## src/rtl/time_keeper.sv

```systemverilog
// BCD hh:mm:ss time-of-day counter advanced by a 1 Hz strobe.
// Supports validated time-set loads, run/pause, and minute/hour/day carry pulses.
module time_keeper #(
  parameter bit TWELVE_HR = 1'b0
) (
  input  logic       clk,
  input  logic       rst,
  input  logic       tick_1s,
  input  logic       run,
  input  logic       load,
  input  logic [7:0] load_hh,
  input  logic [7:0] load_mm,
  input  logic [7:0] load_ss,
  input  logic       load_pm,
  output logic       load_ack,
  output logic       load_err,
  output logic [7:0] hr_bcd,
  output logic [7:0] min_bcd,
  output logic [7:0] sec_bcd,
  output logic       pm,
  output logic       min_tick,
  output logic       hour_tick,
  output logic       day_tick
);

  localparam logic [7:0] HR_RESET = TWELVE_HR ? 8'h12 : 8'h00;

  logic [7:0] hr_reg, hr_next;
  logic [7:0] min_reg, min_next;
  logic [7:0] sec_reg, sec_next;
  logic       pm_reg, pm_next;
  logic       ack_reg, ack_next;
  logic       err_reg, err_next;
  logic       min_tick_reg, min_tick_next;
  logic       hour_tick_reg, hour_tick_next;
  logic       day_tick_reg, day_tick_next;

  logic [23:0] load_fields;
  logic [5:0]  digit_ok;
  logic        hr_ok;
  logic        load_valid;
  logic        advance;

  assign load_fields = {load_hh, load_mm, load_ss};

  genvar gi;
  generate
    for (gi = 0; gi < 6; gi++) begin : g_digit
      assign digit_ok[gi] = (load_fields[gi*4 +: 4] <= 4'd9);
    end
  endgenerate

  // With all digits valid, BCD bytes compare correctly as plain binary.
  assign hr_ok = TWELVE_HR ? ((load_hh >= 8'h01) && (load_hh <= 8'h12))
                           : (load_hh <= 8'h23);
  assign load_valid = (&digit_ok) && (load_mm <= 8'h59) && (load_ss <= 8'h59) && hr_ok;
  assign advance    = tick_1s && run && !load;

  function automatic logic [7:0] bcd_inc(input logic [7:0] v);
    if (v[3:0] == 4'd9) return {v[7:4] + 4'd1, 4'd0};
    else                return {v[7:4], v[3:0] + 4'd1};
  endfunction

  always_comb begin
    hr_next        = hr_reg;
    min_next       = min_reg;
    sec_next       = sec_reg;
    pm_next        = pm_reg;
    ack_next       = 1'b0;
    err_next       = 1'b0;
    min_tick_next  = 1'b0;
    hour_tick_next = 1'b0;
    day_tick_next  = 1'b0;

    if (load) begin
      if (load_valid) begin
        hr_next  = load_hh;
        min_next = load_mm;
        sec_next = load_ss;
        pm_next  = TWELVE_HR ? load_pm : 1'b0;
        ack_next = 1'b1;
      end else begin
        err_next = 1'b1;
      end
    end else if (advance) begin
      if (sec_reg == 8'h59) begin
        sec_next      = 8'h00;
        min_tick_next = 1'b1;
        if (min_reg == 8'h59) begin
          min_next       = 8'h00;
          hour_tick_next = 1'b1;
          if (TWELVE_HR) begin
            // 12 -> 01 keeps the meridiem; 11 -> 12 flips it, and PM -> AM is midnight.
            if (hr_reg == 8'h12) begin
              hr_next = 8'h01;
            end else if (hr_reg == 8'h11) begin
              hr_next       = 8'h12;
              pm_next       = !pm_reg;
              day_tick_next = pm_reg;
            end else begin
              hr_next = bcd_inc(hr_reg);
            end
          end else begin
            if (hr_reg == 8'h23) begin
              hr_next       = 8'h00;
              day_tick_next = 1'b1;
            end else begin
              hr_next = bcd_inc(hr_reg);
            end
          end
        end else begin
          min_next = bcd_inc(min_reg);
        end
      end else begin
        sec_next = bcd_inc(sec_reg);
      end
    end
  end

  always_ff @(posedge clk) begin
    if (rst) begin
      hr_reg        <= HR_RESET;
      min_reg       <= 8'h00;
      sec_reg       <= 8'h00;
      pm_reg        <= 1'b0;
      ack_reg       <= 1'b0;
      err_reg       <= 1'b0;
      min_tick_reg  <= 1'b0;
      hour_tick_reg <= 1'b0;
      day_tick_reg  <= 1'b0;
    end else begin
      hr_reg        <= hr_next;
      min_reg       <= min_next;
      sec_reg       <= sec_next;
      pm_reg        <= pm_next;
      ack_reg       <= ack_next;
      err_reg       <= err_next;
      min_tick_reg  <= min_tick_next;
      hour_tick_reg <= hour_tick_next;
      day_tick_reg  <= day_tick_next;
    end
  end

  assign hr_bcd    = hr_reg;
  assign min_bcd   = min_reg;
  assign sec_bcd   = sec_reg;
  assign pm        = pm_reg;
  assign load_ack  = ack_reg;
  assign load_err  = err_reg;
  assign min_tick  = min_tick_reg;
  assign hour_tick = hour_tick_reg;
  assign day_tick  = day_tick_reg;

endmodule

```

## config.mk

```make
export PLATFORM = sky130hd
export DESIGN_NAME = time_keeper
export DESIGN_NICKNAME = d
export VERILOG_FILES = /design/src/rtl/time_keeper.sv
export SDC_FILE = /design/constraint.sdc
export NUM_CORES = 1
export LEC_CHECK = 0
export BUFFER_PORTS_ARGS = -buffer_cell sky130_fd_sc_hd__buf_2
export CAP_MARGIN = 20
export CORE_MARGIN = 3
export CORE_UTILIZATION = 45
export CTS_CLUSTER_DIAMETER = 150
export DETAILED_ROUTE_END_ITERATION = 12
export PLACE_DENSITY = 0.73
export SYNTH_ARGS = -nofsm -noshare
export SYNTH_HDL_FRONTEND = slang
export SYNTH_SLANG_ARGS = --single-unit
```

## constraint.sdc

```tcl
create_clock -name clk -period 3 [get_ports clk]
set_input_delay 0.6 -clock clk [delete_from_list [all_inputs] [get_ports clk]]
set_output_delay 0.6 -clock clk [all_outputs]
set_load 0.01 [all_outputs]
```

* Word-level counts from Yosys, hierarchy flattened
Index checks and enable logic that the tools add are counted. Widths: inputs -> output; s select.
Word-level totals: register bits after elaboration 29, output and inout port bits 30, bits of input ports 30
Operators by class: equal/unequal tests 7, order comparisons 9, muxes and demuxes 23, reductions and logical operators 23, add/subtract/negate cells 6, bitwise logic cells 4
Operator list (number):
- $mux 8 | 18
- $add 4x1->4 const B | 6
- $le 4x4->1 const B | 6
- $eq 8x7->1 const B | 2
- $le 8x7->1 const B | 2
- $eq 4x4->1 const B | 3
- $reduce_bool 3->1 | 3
- $eq 8x6->1 const B | 1
- $le 8x6->1 const B | 1
- $reduce_and 4->1 | 2
- $reduce_and 3->1 | 2
- $reduce_and 6->1 | 1
- $reduce_bool 2->1 | 3
- $logic_and 1x1->1 | 5
- $mux 1 | 5
- $reduce_and 5->1 | 1
- $reduce_or 5->1 | 1
- $not 1->1 | 4
- $reduce_or 4->1 | 1
- $reduce_or 3->1 | 1
- $ne 2x1->1 const B | 1
- $reduce_and 2->1 | 1
- $reduce_or 2->1 | 1
- $logic_not 1->1 | 1

* Longest topological paths before layout
Gate-level depths: netlist (run 1).
word-level depth 7, mapped depth 8

* Least setup slack after synthesis (run 1)
OpenSTA, ideal clock, no wires.
kind input port to flip-flop, start input port load_hh[6], end register min_reg[5], in the netlist min_bcd[5], setup time 134 ps, slack 1110 ps, buffers on the path 1, arrival time 1756 ps, stages on the path 7, path through nor4_2 -> and4b_1 -> nand2b_1 -> and2_1 -> clkbuf_1 -> a211oi_1 -> a211oi_1
On the way: word-level cells in the longest chain between the ends 7, elaborated cells on any way between the ends 8, those cells by class 2 x order compare; 1 x eq/ne; 5 x reduce/logical
Ends and longest elaborated chain:
- start, declared | RTL line 11 | input logic [7:0] load_hh,
- $le 4x4->1 | RTL line 49 | assign digit_ok[gi] = (load_fields[gi*4 +: 4] <= 4'd9);
- $reduce_and 6->1 | RTL line 56 | assign load_valid = (&digit_ok) && (load_mm <= 8'h59) && (load_ss <= 8'h59) && hr_ok;
- $logic_and 1x1->1 (2 in series) | RTL line 56
- $logic_and 1x1->1 (*) | RTL line 56
- $ne 2x1->1 (no line) (*)
- $reduce_and 4->1 (no line) (*)
- end signal, assigned | RTL line 133 | min_reg <= min_next;
- end, declared | RTL line 29 | logic [7:0] min_reg, min_next;
Every way passes the cells marked *; elsewhere a longest branch is shown, timed or not. A chain may end at the register's enable or synchronous reset.

* Worst setup path after layout (run 1)
start register hr_reg[4], in the netlist hr_bcd[4], end register hr_reg[4], in the netlist hr_bcd[4]
On the way: word-level cells in the longest chain between the ends 7, elaborated cells on any way between the ends 10, those cells by class 1 x add/sub; 1 x eq/ne; 6 x mux; 2 x reduce/logical
Ends and longest elaborated chain:
- start, declared | RTL line 28 | logic [7:0] hr_reg, hr_next;
- start signal, assigned | RTL line 132 | hr_reg <= hr_next;
- $add 4x1->4 | RTL line 60 | if (v[3:0] == 4'd9) return {v[7:4] + 4'd1, 4'd0};
- $mux 8 | RTL line 60
- $mux 8 | RTL line 104 | if (hr_reg == 8'h23) begin
- $mux 8 | RTL line 89 | if (min_reg == 8'h59) begin
- $mux 8 | RTL line 86 | if (sec_reg == 8'h59) begin
- $mux 8 | RTL line 85 | end else if (advance) begin
- $mux 8 | RTL line 75 | if (load) begin
Several ways; a longest one is shown, not always the timed one. The select of a mux whose other input is x is not followed.

==> flow_summary.html, run 1 <==
<table>
<tr><th>Metric</th><th>Value</th></tr>
<tr><th colspan="2">Logic synthesis</th></tr>
<tr><td>EDFF count, synth</td><td>0</td></tr>
<tr><td>Area of the mapped netlist</td><td>1760 µm²</td></tr>
<tr><td>Proportion of synthesized chip area in sequential cells</td><td>around a third</td></tr>
<tr><td>Top cells by area, synth</td><td>sky130_fd_sc_hd__dfxtp_1 (33%), sky130_fd_sc_hd__nand2_1 (6.6%), sky130_fd_sc_hd__a21oi_1 (5.4%)</td></tr>
<tr><td>Instance count of the mapped netlist</td><td>between 200 and 250</td></tr>
<tr><td>Predominant post-synthesis flop cell</td><td>sky130_fd_sc_hd__dfxtp_1</td></tr>
<tr><td>Area share of the largest cell type after synthesis</td><td>33.0%</td></tr>
<tr><td>Synthesized net count</td><td>between 200 and 300</td></tr>
<tr><td>Post-synth cell types</td><td>46</td></tr>
<tr><td>Post-synth top area cell</td><td>sky130_fd_sc_hd__dfxtp_1</td></tr>
<tr><td>Synthesis Warnings</td><td>0</td></tr>
<tr><td>Average instance area after synthesis</td><td>7.74 µm²</td></tr>
<tr><td>Ys async rst share</td><td>0%</td></tr>
<tr><td>Number of synthesized register bits</td><td>29</td></tr>
<tr><th colspan="2">Floorplanning</th></tr>
<tr><td>Die area</td><td>4690 µm²</td></tr>
<tr><td>I/O pin cnt</td><td>60</td></tr>
<tr><td>Core area</td><td>3720 µm²</td></tr>
<tr><td>Die extent in x</td><td>approximately 68 µm</td></tr>
<tr><td>Vertical die dimension</td><td>68.5 µm</td></tr>
<tr><td>Starting density of the core</td><td>approximately 47%</td></tr>
<tr><td>Number of placement rows</td><td>22</td></tr>
<tr><th colspan="2">Critical path</th></tr>
<tr><td>Total buffers and inverters traversed by the critical path</td><td>1</td></tr>
<tr><td>Setup slack on the worst flop-to-flop path</td><td>0.97 ns</td></tr>
<tr><td>Top cell family by delay on the critical path</td><td>simple AND/OR/NAND/NOR gates</td></tr>
<tr><td>Required time of the critical path</td><td>around 3.1 ns</td></tr>
<tr><td>Crit-path cells</td><td>inv_1 &gt; ha_1 &gt; nor4b_1 &gt; nor3b_1 &gt; or3_1 &gt; o21ai_2 &gt; a211oi_1 &gt; a211oi_1</td></tr>
<tr><td>Crit path max-delay cell type</td><td>sky130_fd_sc_hd__nor4b_1</td></tr>
<tr><td>WP data arrival</td><td>between 2 and 2.5 ns</td></tr>
<tr><td>Worst setup SP type</td><td>flip-flop</td></tr>
<tr><td>Critical Path Sink Type</td><td>flip-flop</td></tr>
<tr><td>Most repeated library cell on the critical path</td><td>sky130_fd_sc_hd__a211oi_1</td></tr>
<tr><td>Worst Path Class, Setup</td><td>reg2reg</td></tr>
<tr><td>Worst-path fanout max</td><td>6</td></tr>
<tr><td>Largest stage delay on the critical path</td><td>0.37 ns</td></tr>
<tr><th colspan="2">Finish</th></tr>
<tr><td>Most common library cell in the layout ignoring fill and taps</td><td>sky130_fd_sc_hd__buf_2</td></tr>
<tr><td>Area grow syn2layout</td><td>22.4%</td></tr>
<tr><td>Register Area</td><td>581 µm²</td></tr>
<tr><td>Fraction of layout instances using a drive strength above 1</td><td>25.9%</td></tr>
<tr><td>Net count of the finished layout</td><td>318</td></tr>
<tr><td>Area occupied by multi-input gates</td><td>1120 µm²</td></tr>
<tr><td>Diodes inserted</td><td>0</td></tr>
<tr><td>Final cell count without fillers</td><td>330</td></tr>
<tr><td>Commonest non-fill, non-tap cells in the layout</td><td>sky130_fd_sc_hd__buf_2 (57), sky130_fd_sc_hd__nand2_1 (31), sky130_fd_sc_hd__dfxtp_1 (29)</td></tr>
<tr><td>Fill count</td><td>365</td></tr>
<tr><th colspan="2">Clocking</th></tr>
<tr><td>TritonCTS clock tree</td><td>yes</td></tr>
<tr><td>Quantity of hold-fixing buffers added after cts</td><td>0</td></tr>
<tr><td>Maximum buffer depth of the clock tree</td><td>2</td></tr>
<tr><td>Post-CTS Setup Inserts</td><td>0</td></tr>
<tr><td>Clock-pin slew reported for the worst setup and hold paths after clock tree synthesis</td><td>0.06 ns</td></tr>
<tr><td>Cell chosen for the clock root</td><td>sky130_fd_sc_hd__clkbuf_8</td></tr>
<tr><td># H-tree levels</td><td>2</td></tr>
<tr><td>Number of buffers added by the clock tree synthesis step</td><td>5</td></tr>
<tr><td>Sink count of the clock tree</td><td>29</td></tr>
<tr><td>Clock latency on the worst-skew pair</td><td>0.28 ns</td></tr>
<tr><td>Resize count post-CTS</td><td>0</td></tr>
<tr><th colspan="2">Routing</th></tr>
<tr><td>Remaining DRCs</td><td>0</td></tr>
<tr><td>Mean routed wirelength per cell</td><td>12.8 µm</td></tr>
<tr><td>Number of vias in the routed layout</td><td>~1800</td></tr>
<tr><td>Number of violations reported at the end of detailed-routing iteration 0</td><td>193</td></tr>
<tr><td>Remaining number of nets flagged by the antenna check after routing</td><td>0</td></tr>
<tr><td>Vias per cell</td><td>5.37</td></tr>
<tr><td>Detailed-route wire length</td><td>4240 µm</td></tr>
<tr><td>Detailed-routing iteration count for the pre-antenna-repair pass</td><td>4</td></tr>
<tr><th colspan="2">Timing</th></tr>
<tr><td>Final Setup Violations</td><td>0</td></tr>
<tr><td>Worst slew slack as a fraction of its limit</td><td>a little over three fifths</td></tr>
<tr><td>RSZ-0062 raised after global routing</td><td>no</td></tr>
<tr><td>Period utilization</td><td>67.6%</td></tr>
<tr><td>Max-slew violations</td><td>0</td></tr>
<tr><td>Clock period minus worst slack</td><td>2.03 ns</td></tr>
<tr><td>Worst setup margin</td><td>0.973 ns</td></tr>
<tr><td>Setup tns final</td><td>0 ns</td></tr>
<tr><td>Hold violation count in the final report</td><td>0</td></tr>
<tr><td>Tightest Pin Transition</td><td>between 0.5 and 0.6 ns</td></tr>
<tr><td>Peak Freq</td><td>just under 500 MHz</td></tr>
<tr><td>Worst-case clock skew</td><td>0.00245 ns</td></tr>
<tr><th colspan="2">GRT</th></tr>
<tr><td>First-pass GRT wire length</td><td>6630 µm</td></tr>
<tr><td>Sum of overflow across all layers after global routing</td><td>0</td></tr>
<tr><td>Number of global-route vias before repair</td><td>1458</td></tr>
<tr><td>Maximum number of pins on one net before global-route repair</td><td>33</td></tr>
<tr><td>Number of antenna violations at the first check in global routing</td><td>0</td></tr>
<tr><td>Total global routing track utilization</td><td>between 10% and 20%</td></tr>
<tr><th colspan="2">Placed design</th></tr>
<tr><td>DP Wirelength</td><td>3220 µm</td></tr>
<tr><td>I/O Buffers</td><td>57</td></tr>
<tr><td>Post-placement worst setup slack</td><td>approximately 0.76 ns</td></tr>
<tr><td>Gpl congestion</td><td>0.793</td></tr>
<tr><td>Number of placed instances, taps included</td><td>323</td></tr>
<tr><th colspan="2">Run</th></tr>
<tr><td>Number of maximum-capacitance constraint violations</td><td>0</td></tr>
<tr><th colspan="2">Min path</th></tr>
<tr><td>Type of the worst min-delay path</td><td>reg2reg</td></tr>
<tr><th colspan="2">Power</th></tr>
<tr><td>Standby leakage power</td><td>a little under 1 nW</td></tr>
<tr><td>Worst-case vdd ir drop</td><td>0.212 mV</td></tr>
<tr><td>Power per Cell Area</td><td>roughly 360 nW/µm²</td></tr>
<tr><th colspan="2">Run status</th></tr>
<tr><td>Outcome</td><td>finished, final reports clean</td></tr>
</table>
==> metal layers <==
metal	up-vias	global-route usage, %	share of wire [%]
met4	0	6.70	1.3
li1	929	-	-
met1	792	25.9	50
met2	44	27.9	43
met5	-	0	0
met3	7	4.93	5.6
==> layout make-up <==
| class | instances | share of cell area [%] |
|---|---|---|
| multi-input combinational | 184 | 51.9 |
| sequential | 29 | 27.0 |
| timing repair buffer | 58 | 13.6 |
| clock buffer | 7 | 4.01 |
| tap | 48 | 2.79 |
| inverter | 4 | 0.698 |
==> cells in the mapped netlist (all sizes together), types with 2 or more instances <==
master	number
nand4	3
o32ai	2
nor2	22
nor2b	6
a21oi	20
buf	3
a21o	2
nor4b	2
mux2i	6
nand2	31
and4bb	2
nand3b	2
and3	2
nor3	6
nor3b	3
nand3	10
inv	4
and2	2
nand2b	8
ha	6
o31ai	4
and3b	2
o21ai	20
or3	2
clkbuf	7
dfxtp	29
a211oi	9
==> metrics by stage <==
step	util [%]	total power (W)	hold WS [ns]	area (µm²)
after floorplan	-	0.000440	0.518	1760
after global placement	55.6	0.000474	0.505	2060
after CTS	57.9	0.000795	0.520	2150
final	57.9	0.000785	0.517	2150
after global routing	57.9	0.000817	0.556	2150
after detailed placement	55.6	0.000474	0.511	2060
==> worst min-delay path, stage by stage, from the launching register on <==
cell and delay (ns):
sky130_fd_sc_hd__dfxtp_1 0.33, sky130_fd_sc_hd__o21ai_0 0.08, sky130_fd_sc_hd__a21oi_1 0.06
==> final timing paths <==
path / startpoint / depth (start not counted) / end
setup / recovery: hr_bcd[4] / 8 / hr_bcd[4]
hold / removal: min_bcd[7] / 2 / min_bcd[7]
setup reg to reg: hr_bcd[4] / 8 / hr_bcd[4]
hold reg to reg: min_bcd[7] / 2 / min_bcd[7]
==> where the power goes <==
part	internal [W]	switching (W)
Combinational	0.0000315	0.0000430
Clock	0.000181	0.000137
Sequential	0.000388	0.00000326
==> cell families (layout without fill, tap and decap cells) <==
family                   after synthesis  after routing  synth area share, %
AO/OA/AOI/OAI                         62             62                 21.6
XOR/XNOR                               1              1                0.499
adder cells (fa/ha/maj)                6              6                 4.27
AND/OR/NAND/NOR                      107            107                 32.9
flip-flops                            29             29                 33.0
multiplexers                           7              7                 4.06
buffers and inverters                 14             69                 3.42
other                                  1              1                0.213
No activity file was read; power rests on OpenSTA's default activity.
==> run 2, diff against run 1 <==
- PLACE_DENSITY: 0.73 -> 0.76
- clock period: 3 -> 1.8 ns (I/O delays scaled with it)
==> flow_summary.html, run 2 (same netlist as run 1, synthesis figures left out) <==
<table>
<tr><th>Metric</th><th>Value</th></tr>
<tr><th colspan="2">Critical path</th></tr>
<tr><td>WP data arrival</td><td>1.90 ns</td></tr>
<tr><td>Startpoint of the worst-slack reg-to-reg timing path</td><td>hr_bcd[4]</td></tr>
<tr><td>Worst Path Class, Setup</td><td>reg2reg</td></tr>
<tr><td>WP depth</td><td>8</td></tr>
<tr><td>Worst setup SP type</td><td>flip-flop</td></tr>
<tr><td>Worst-path fanout max</td><td>6</td></tr>
<tr><td>Crit-path cells</td><td>inv_2 &gt; ha_4 &gt; nor4b_4 &gt; nor3b_4 &gt; or3_4 &gt; o21ai_4 &gt; mux2i_1 &gt; a21oi_1</td></tr>
<tr><td>Required time of the critical path</td><td>about 2 ns</td></tr>
<tr><td>Top cell family by delay on the critical path</td><td>simple AND/OR/NAND/NOR gates</td></tr>
<tr><td>Critical Path Sink Type</td><td>flip-flop</td></tr>
<tr><td>Setup crit end</td><td>hr_bcd[6]</td></tr>
<tr><td>Crit path max-delay cell type</td><td>sky130_fd_sc_hd__or3_4</td></tr>
<tr><td>Worst r2r dst</td><td>hr_bcd[6]</td></tr>
<tr><td>Setup slack on the worst flop-to-flop path</td><td>~0.069 ns</td></tr>
<tr><td>Total buffers and inverters traversed by the critical path</td><td>1</td></tr>
<tr><td>Startpoint of the worst setup timing path</td><td>hr_bcd[4]</td></tr>
<tr><td>Number of cells traversed by the worst register-to-register path</td><td>8</td></tr>
<tr><td>Largest stage delay on the critical path</td><td>around 0.41 ns</td></tr>
<tr><th colspan="2">Floorplanning</th></tr>
<tr><td>Core area</td><td>3720 µm²</td></tr>
<tr><td>Die extent in x</td><td>68.5 µm</td></tr>
<tr><td>Number of placement rows</td><td>22</td></tr>
<tr><td>I/O pin cnt</td><td>60</td></tr>
<tr><td>Starting density of the core</td><td>a little under half</td></tr>
<tr><td>Vertical die dimension</td><td>68.5 µm</td></tr>
<tr><td>Die area</td><td>4690 µm²</td></tr>
<tr><th colspan="2">GRT</th></tr>
<tr><td>Maximum number of pins on one net before global-route repair</td><td>25</td></tr>
<tr><td>Number of antenna violations at the first check in global routing</td><td>0</td></tr>
<tr><td>First-pass GRT wire length</td><td>7810 µm</td></tr>
<tr><td>Total global routing track utilization</td><td>between 20 and 25%</td></tr>
<tr><td>Sum of overflow across all layers after global routing</td><td>0</td></tr>
<tr><td>Number of global-route vias before repair</td><td>1774</td></tr>
<tr><th colspan="2">Power</th></tr>
<tr><td>Reported net switching power</td><td>roughly 0.00034 W</td></tr>
<tr><td>Worst-case vdd ir drop</td><td>0.456 mV</td></tr>
<tr><td>Power per Cell Area</td><td>538 nW/µm²</td></tr>
<tr><td>Power share of the combinational group</td><td>11.4%</td></tr>
<tr><td>Fraction of power consumed by sequential logic</td><td>roughly half</td></tr>
<tr><td>Internal Pwr Total</td><td>between 0.0009 and 0.001 W</td></tr>
<tr><td>Part of the total power dissipated in the clock network</td><td>39.4%</td></tr>
<tr><td>Switching power as a share of total power</td><td>25.5%</td></tr>
<tr><td>Standby leakage power</td><td>~1.1 nW</td></tr>
<tr><th colspan="2">Timing</th></tr>
<tr><td>Worst-case clock skew</td><td>0.00799 ns</td></tr>
<tr><td>Hold violation count in the final report</td><td>0</td></tr>
<tr><td>Period utilization</td><td>96.2%</td></tr>
<tr><td>Clock period minus worst slack</td><td>1.73 ns</td></tr>
<tr><td>Peak Freq</td><td>578 MHz</td></tr>
<tr><td>RSZ-0062 raised after global routing</td><td>yes</td></tr>
<tr><td>Max-slew violations</td><td>0</td></tr>
<tr><td>Final Setup Violations</td><td>0</td></tr>
<tr><th colspan="2">Min path</th></tr>
<tr><td>Type of the worst min-delay path</td><td>in2reg</td></tr>
<tr><th colspan="2">Clocking</th></tr>
<tr><td>TritonCTS clock tree</td><td>yes</td></tr>
<tr><td>Maximum buffer depth of the clock tree</td><td>2</td></tr>
<tr><td>Clock latency on the worst-skew pair</td><td>0.28 ns</td></tr>
<tr><td># H-tree levels</td><td>2</td></tr>
<tr><td>Cell chosen for the clock root</td><td>sky130_fd_sc_hd__clkbuf_8</td></tr>
<tr><td>Number of buffers added by the clock tree synthesis step</td><td>5</td></tr>
<tr><td>Quantity of hold-fixing buffers added after cts</td><td>0</td></tr>
<tr><td>Sink count of the clock tree</td><td>29</td></tr>
<tr><td>Clock-pin slew reported for the worst setup and hold paths after clock tree synthesis</td><td>0.06 ns</td></tr>
<tr><th colspan="2">Finish</th></tr>
<tr><td>Area grow syn2layout</td><td>40.1%</td></tr>
<tr><td>Final cell count without fillers</td><td>between 300 and 400</td></tr>
<tr><td>Commonest non-fill, non-tap cells in the layout</td><td>sky130_fd_sc_hd__buf_2 (57), sky130_fd_sc_hd__buf_4 (31), sky130_fd_sc_hd__nand2_1 (30)</td></tr>
<tr><td>Net count of the finished layout</td><td>348</td></tr>
<tr><td>Final core utilization</td><td>66.2%</td></tr>
<tr><td>Fraction of layout instances using a drive strength above 1</td><td>36.7%</td></tr>
<tr><td>Diodes inserted</td><td>0</td></tr>
<tr><td>Most common library cell in the layout ignoring fill and taps</td><td>sky130_fd_sc_hd__buf_2</td></tr>
<tr><th colspan="2">Routing</th></tr>
<tr><td>Detailed-route wire length</td><td>4890 µm</td></tr>
<tr><td>Mean routed wirelength per cell</td><td>13.5 µm</td></tr>
<tr><td>Number of vias in the routed layout</td><td>1970</td></tr>
<tr><td>Vias per cell</td><td>5.46</td></tr>
<tr><td>Remaining DRCs</td><td>0</td></tr>
<tr><td>Remaining number of nets flagged by the antenna check after routing</td><td>0</td></tr>
<tr><td>Number of violations reported at the end of detailed-routing iteration 0</td><td>between 150 and 200</td></tr>
<tr><td>Detailed-routing iteration count for the pre-antenna-repair pass</td><td>5</td></tr>
<tr><th colspan="2">Placed design</th></tr>
<tr><td>Number of placed instances, taps included</td><td>352</td></tr>
<tr><td>DP Wirelength</td><td>between 3000 and 4000 µm</td></tr>
<tr><td>I/O Buffers</td><td>57</td></tr>
<tr><td>Gpl congestion</td><td>0.818</td></tr>
<tr><th colspan="2">Run status</th></tr>
<tr><td>Outcome</td><td>finished, final reports clean</td></tr>
<tr><th colspan="2">Run</th></tr>
<tr><td>Number of maximum-capacitance constraint violations</td><td>0</td></tr>
</table>
==> run 2: cell count changes in the layout (fill, tap and decap cells not counted), moves of 2 or more <==
cell	previous run	this run
sky130_fd_sc_hd__nor3b_1	3	1
sky130_fd_sc_hd__clkinv_2	0	2
sky130_fd_sc_hd__dfxtp_2	0	2
sky130_fd_sc_hd__nor3b_4	0	2
sky130_fd_sc_hd__dfxtp_1	29	27
sky130_fd_sc_hd__buf_4	1	31
==> run 2: worst min-delay path by stage <==
stage | startpoint | endpoint | cells past startpoint
after floorplan | rst | hour_tick | 1
after global placement | sec_bcd[5] | sec_bcd[5] | 2
after detailed placement | sec_bcd[5] | sec_bcd[5] | 2
after CTS | load_mm[6] | min_bcd[6] | 3
after global routing | load_mm[0] | min_bcd[0] | 3
final | load_mm[6] | min_bcd[6] | 3
==> run 2: metrics by stage <==
step | TNS [ns] | total power, W | instance area, µm² | worst slack (ns) | hold slack, ns
floorplan | 0 | 0.000733 | 1760 | 0.0199 | 0.448
global placement | -0.112 | 0.000810 | 2280 | -0.0498 | 0.483
detailed placement | -0.341 | 0.000811 | 2280 | -0.122 | 0.483
CTS | 0 | 0.00132 | 2390 | 0.0256 | 0.324
global route | -0.0289 | 0.00138 | 2460 | -0.0178 | 0.333
finish | 0 | 0.00132 | 2460 | 0.0691 | 0.322
==> run 2: worst min-delay path: stages <==
cell	delay, ns
sky130_fd_sc_hd__buf_2	0.10
sky130_fd_sc_hd__nand2_1	0.05
sky130_fd_sc_hd__nand3_1	0.06
==> run 2: what timing repair did <==
action	in CTS	in global routing
resized for setup	4	13
pin swaps	0	4
setup endpoints to repair	4	8
buffers inserted	0	1
==> run 2: per-layer routing <==
metal  up-vias  GRT usage [%]  wire [µm]
met2        58           36.8       2340
met1       919           28.1       2210
met3         7           4.11        277
met5         -              0          0
met4         0           6.70         58
li1        986              -          -
==> run 2: cell type report <==
class	instances	area [µm²]
Timing Repair Buffer	88	518
Fill cell	334	1250
Sequential cell	29	583
Tap cell	48	60.1
Inverter	4	15.0
Clock inverter	2	10.0
Clock buffer	6	72.6
Multi-Input combinational cell	184	1200
==> run 2: power by group through the flow <==
stage	combinational [W]	sequential, W	clock [W]
2_1_floorplan	0.0000651	0.000668	0
3_3_place_gp	0.000144	0.000665	0
3_5_place_dp	0.000146	0.000665	0
4_1_cts	0.000148	0.000651	0.000526
5_1_grt	0.000168	0.000651	0.000558
6_report	0.000151	0.000651	0.000521
